`src/rtl/gpio_acc_arb.sv`:
```
// Two-requester round-robin arbiter in front of a 16-offset GPIO bank.
// B writes to offsets flagged in WP_MASK_B are refused without touching the bank.
//
// state | meaning
// IDLE  | arbitrate, latch winner's request
// ISSUE | single-cycle bank strobe
// CAPT  | bank registers its read data
// DONE  | one-cycle ACK to the granted requester
module gpio_acc_arb #(
  parameter logic [15:0] WP_MASK_B = 16'h0000
) (
  input  logic        sysclk_i,
  input  logic        reset_i,
  input  logic        req_a_i,
  input  logic        rd_wr_a_i,
  input  logic [3:0]  addr_a_i,
  input  logic [7:0]  wdata_a_i,
  input  logic        req_b_i,
  input  logic        rd_wr_b_i,
  input  logic [3:0]  addr_b_i,
  input  logic [7:0]  wdata_b_i,
  output logic        ack_a_o,
  output logic [7:0]  rdata_a_o,
  output logic        ack_b_o,
  output logic [7:0]  rdata_b_o,
  output logic        err_b_o,
  output logic        port_cs_o,
  output logic [15:0] offset_sel_o,
  output logic        rd_wr_o,
  output logic [7:0]  bank_din_o,
  input  logic [7:0]  bank_dout_i,
  output logic        busy_o
);

  typedef enum logic [1:0] {IDLE, ISSUE, CAPT, DONE} state_t;

  state_t      state_q, state_d;
  logic        last_q, last_d;   // 0 = A, 1 = B
  logic        gnt_q, gnt_d;
  logic        rw_q, rw_d;
  logic [7:0]  wdata_q, wdata_d;
  logic        port_cs_q, port_cs_d;
  logic [15:0] offset_q, offset_d;
  logic        rd_wr_q, rd_wr_d;
  logic [7:0]  din_q, din_d;
  logic        ack_a_q, ack_a_d;
  logic        ack_b_q, ack_b_d;
  logic        err_b_q, err_b_d;
  logic [7:0]  rdata_a_q, rdata_a_d;
  logic [7:0]  rdata_b_q, rdata_b_d;

  logic        pick;
  logic        sel_rw;
  logic [3:0]  sel_addr;
  logic [7:0]  sel_wdata;
  logic [15:0] wp_mask;

  assign wp_mask = WP_MASK_B;

  always_comb begin
    pick      = (req_a_i && req_b_i) ? ~last_q : req_b_i;
    sel_rw    = pick ? rd_wr_b_i : rd_wr_a_i;
    sel_addr  = pick ? addr_b_i  : addr_a_i;
    sel_wdata = pick ? wdata_b_i : wdata_a_i;
  end

  always_comb begin
    state_d   = state_q;
    last_d    = last_q;
    gnt_d     = gnt_q;
    rw_d      = rw_q;
    wdata_d   = wdata_q;
    port_cs_d = 1'b0;
    offset_d  = 16'h0000;
    rd_wr_d   = 1'b1;
    din_d     = 8'h00;
    ack_a_d   = 1'b0;
    ack_b_d   = 1'b0;
    err_b_d   = 1'b0;
    rdata_a_d = rdata_a_q;
    rdata_b_d = rdata_b_q;
    case (state_q)
      IDLE: begin
        if (req_a_i || req_b_i) begin
          gnt_d   = pick;
          last_d  = pick;
          rw_d    = sel_rw;
          wdata_d = sel_wdata;
          if (pick && !sel_rw && wp_mask[sel_addr]) begin
            state_d = DONE;
            ack_b_d = 1'b1;
            err_b_d = 1'b1;
          end else begin
            state_d   = ISSUE;
            port_cs_d = 1'b1;
            offset_d  = 16'h0001 << sel_addr;
            rd_wr_d   = sel_rw;
            din_d     = sel_wdata;
          end
        end
      end
      ISSUE: state_d = CAPT;
      CAPT: begin
        state_d = DONE;
        if (gnt_q) begin
          ack_b_d = 1'b1;
          if (rw_q) rdata_b_d = bank_dout_i;
        end else begin
          ack_a_d = 1'b1;
          if (rw_q) rdata_a_d = bank_dout_i;
        end
      end
      DONE: state_d = IDLE;
    endcase
  end

  always_ff @(posedge sysclk_i or posedge reset_i) begin
    if (reset_i) begin
      state_q   <= IDLE;
      last_q    <= 1'b1;
      gnt_q     <= 1'b0;
      rw_q      <= 1'b1;
      wdata_q   <= 8'h00;
      port_cs_q <= 1'b0;
      offset_q  <= 16'h0000;
      rd_wr_q   <= 1'b1;
      din_q     <= 8'h00;
      ack_a_q   <= 1'b0;
      ack_b_q   <= 1'b0;
      err_b_q   <= 1'b0;
      rdata_a_q <= 8'h00;
      rdata_b_q <= 8'h00;
    end else begin
      state_q   <= state_d;
      last_q    <= last_d;
      gnt_q     <= gnt_d;
      rw_q      <= rw_d;
      wdata_q   <= wdata_d;
      port_cs_q <= port_cs_d;
      offset_q  <= offset_d;
      rd_wr_q   <= rd_wr_d;
      din_q     <= din_d;
      ack_a_q   <= ack_a_d;
      ack_b_q   <= ack_b_d;
      err_b_q   <= err_b_d;
      rdata_a_q <= rdata_a_d;
      rdata_b_q <= rdata_b_d;
    end
  end

  assign ack_a_o      = ack_a_q;
  assign ack_b_o      = ack_b_q;
  assign err_b_o      = err_b_q;
  assign rdata_a_o    = rdata_a_q;
  assign rdata_b_o    = rdata_b_q;
  assign port_cs_o    = port_cs_q;
  assign offset_sel_o = offset_q;
  assign rd_wr_o      = rd_wr_q;
  assign bank_din_o   = din_q;
  assign busy_o       = (state_q != IDLE);

endmodule

```
`config.mk`:
```
export PLATFORM = sky130hd
export DESIGN_NAME = gpio_acc_arb
export DESIGN_NICKNAME = d
export VERILOG_FILES = /design/src/rtl/gpio_acc_arb.sv
export SDC_FILE = /design/constraint.sdc
export NUM_CORES = 1
export LEC_CHECK = 0
export ABC_CLOCK_PERIOD_IN_PS = 4700
export BUFFER_PORTS_ARGS = -buffer_cell sky130_fd_sc_hd__buf_2
export CAP_MARGIN = 20
export CORE_MARGIN = 1
export CORE_UTILIZATION = 40
export DETAILED_ROUTE_END_ITERATION = 8
export GPL_ROUTABILITY_DRIVEN = 1
export PLACE_DENSITY = 0.69
export RECOVER_POWER = 50
export SYNTH_ARGS = -nofsm -noshare
export SYNTH_HDL_FRONTEND = slang
export SYNTH_SLANG_ARGS = --single-unit
```
`constraint.sdc`:
```
create_clock -name sysclk_i -period 4.7 [get_ports sysclk_i]
set_input_delay 0.47 -clock sysclk_i [delete_from_list [all_inputs] [get_ports sysclk_i]]
set_output_delay 0.47 -clock sysclk_i [all_outputs]
set_load 0.005 [all_outputs]
```
==> reports/metrics.yaml <==
cp-start-kind: "input port"
fmax_mhz: 483.9
crit_slowest_cell: "clkbuf_1"
totalWireLength_um: 3954
grt-ovfl-total: 0
crit_fanout: 25
multiInputGateArea_um2: 661.9
antenna_found_initial: 0
finalClockSkew_ps: 5.210
p_comb_share_pct: 30.8
cts_resized: 0
setup_viol: 0
final_util_pct: 53.62
endpoint_kind: "async pin"
r2r_start: "last_q"
reg2reg_slack_ps: 2730
ant_nets: 0
finalCritPeriodShare_pct: 43.97
nets: 275
swShare_pct: 28.61
fillers: 418
dieArea_um2: 5170
first_pass_iters: 6
critical_path_required_ps: 4890
drv_cap: 0
place_hpwl_um: 2847
first_iter_violations: 40
switching_power_w: 0.0003953
synth_nets: 191
p_clk_share_pct: 25.0
die_y_um: 71.90
power_density_nw_per_um2: 545.6
tightest_slew_ps: 1329
ys.flop_type: "dfrtp_1"
met1_length_um: 1743
io_pins: 84
seqPwrFrac_pct: 44.2
finalSetupTns_ps: 0
io_buffers: 82
final-max-slew-violation-count: 0
grt_start_max_net_pins: 50
place_congestion: 0.7143
highest_layer: "met4"
syn_area_per_cell_um2: 12.94
rsz0062_at_grt: "false"
period_minus_slack_ps: 2067
grt_pass1_wl_um: 6182
ctsHoldBuffers: 0
drc: 0
routedWlPerCell_um: 13.05
p_int_w: 0.0009864
viasPerCell: 4.789
areaGrowthSynthToFinish_pct: 29.58
first_global_vias: 1339
yosysUniqueCellTypes: 27
outcome: "finished clean"
cts_tree: "built"
grtUsageTotal_pct: 15.76
hold_violations: 0
synth.yosys.warnings: 0
p_leak_nw: 1.295
synthArstFlopShare_pct: 100.0
met2WireLength_um: 1866
vias: 1451
cp.arrival_ps: 2260
path_class: "in -> async"
worstHoldPathType: "in -> async"
slew-limit-headroom_pct: 11.39
cts_buffers: 5
drive_above_1_share_pct: 44.92
netlist_instances: 151
cts.reportedPaths.clkPinSlew_ps: 80
hold_ws_ps: 360.6
cts-root-buf: "clkbuf_8"
synth-edff-count: 0
wl_met3_um: 274
ys_ff_latch: 49
dpl_cell_area_um2: 2405
path_cells: "buf_2, inv_1, clkbuf_1"
cts_buffer_depth: 2
finalPower_w: 0.001382
ff_latch_area_um2: 1230
ir_drop_v: 0.0002906
cp-startpoint: "reset_i"
core_area_um2: 4723
syn_area_um2: 1954
initial_core_util_pct: 41.38
stdcell_area_um2: 2532
num_rows: 25
cts_max_level: 2
synth_seq_area_share_pct: 62.93
cpPeakStageDelay_ps: 1040
cts_setup_buffers: 0
clock-sinks: 49
antenna_cells: 0
clock_latency_ps: 290
fp.dieW_um: 71.90
## layer usage
layer	global-route usage, %	vias to the layer above
li1	-	701
met1	19.52	690
met2	25.37	53
met3	5.833	7
met4	5.882	0
met5	0	-
## cell usage in the layout (no fill, tap or decap), types with 3 or more instances in the layout
master / instances
a21oi_1: 9
buf_2: 74
clkbuf_1: 9
clkbuf_8: 5
dfrtp_1: 46
dfstp_2: 3
inv_1: 5
mux2_2: 17
mux2_4: 4
mux2i_1: 3
nand2_1: 18
nor2b_1: 3
nor4_1: 16
## area by class of cell
| class | count | area share (%) |
|---|---|---|
| inverter | 5 | 0.7411 |
| sequential | 49 | 48.57 |
| clock inverter | 3 | 2.569 |
| multi-input combinational | 91 | 26.14 |
| tap | 67 | 3.310 |
| timing repair buffer | 83 | 15.96 |
| clock buffer | 5 | 2.717 |
## per-stage QoR
| stage | instances | setup slack (ps) |
|---|---|---|
| floorplan | 151 | 3056 |
| global placement | 294 | 2519 |
| detailed placement | 294 | 2422 |
| CTS | 302 | 2677 |
| global route | 303 | 2205 |
| finish | 303 | 2633 |
## worst paths after layout
check | end | depth (start not counted)
min in group sysclk_i | bank_din_o[1] | 3
worst min-delay path | rdata_b_o[4] | 2
max in group sysclk_i | offset_sel_o[6] | 3
worst min register to register | ack_a_o | 1
worst max register to register | offset_sel_o[6] | 3
worst max-delay path | offset_sel_o[9] | 3
## logic make-up (layout without fill, tap and decap cells)
kind of cell / count (synthesis) / count (layout) / synth area share, %
multiplexers: 25 / 25 / 14.98
adder cells (fa/ha/maj): 2 / 2 / 1.280
other: 1 / 1 / 0.1919
AND/OR/NAND/NOR: 46 / 46 / 12.16
flip-flops: 49 / 49 / 62.93
AO/OA/AOI/OAI: 17 / 17 / 5.250
buffers and inverters: 11 / 96 / 3.201
## synth_stat cells, drive strengths merged, types with 2 or more instances
cell type / number / area [µm²]
ha: 2 / 25.02
a21oi: 9 / 45.04
mux2i: 3 / 30.03
dfstp: 3 / 78.83
nor4: 16 / 100.1
buf: 5 / 40.04
nand2: 18 / 67.56
dfrtp: 46 / 1151
a31oi: 2 / 12.51
a32oi: 2 / 17.52
nor2b: 3 / 18.77
o21ai: 2 / 10.01
nand2b: 2 / 12.51
inv: 5 / 18.77
and2: 3 / 18.77
nor2: 2 / 7.510
mux2: 22 / 262.8
## state kept, by name, indices dropped and copies added (netlist names)
name	cells
state_q	2
ack_b_o	1
ack_a_o	1
rdata_a_o	8
last_q	1
rd_wr_o	1
offset_sel_o	16
bank_din_o	8
port_cs_o	1
rdata_b_o	8
rw_q	1
gnt_q	1
## critical path, delay by kind of cell
kind / cells / cell delay (ps)
buf+inv: 3 / 1780
## power groups by stage
| stage | combinational, W | clock (W) | sequential [W] |
|---|---|---|---|
| 6_report | 0.000426 | 0.000345 | 0.000610 |
| 4_1_cts | 0.000436 | 0.000359 | 0.000610 |
| 2_1_floorplan | 0.000256 | 0 | 0.000629 |
| 5_1_grt | 0.000480 | 0.000371 | 0.000628 |
| 3_3_place_gp | 0.000427 | 0 | 0.000616 |
| 3_5_place_dp | 0.000436 | 0 | 0.000618 |
Note: power is estimated with default switching activity, not from simulation.
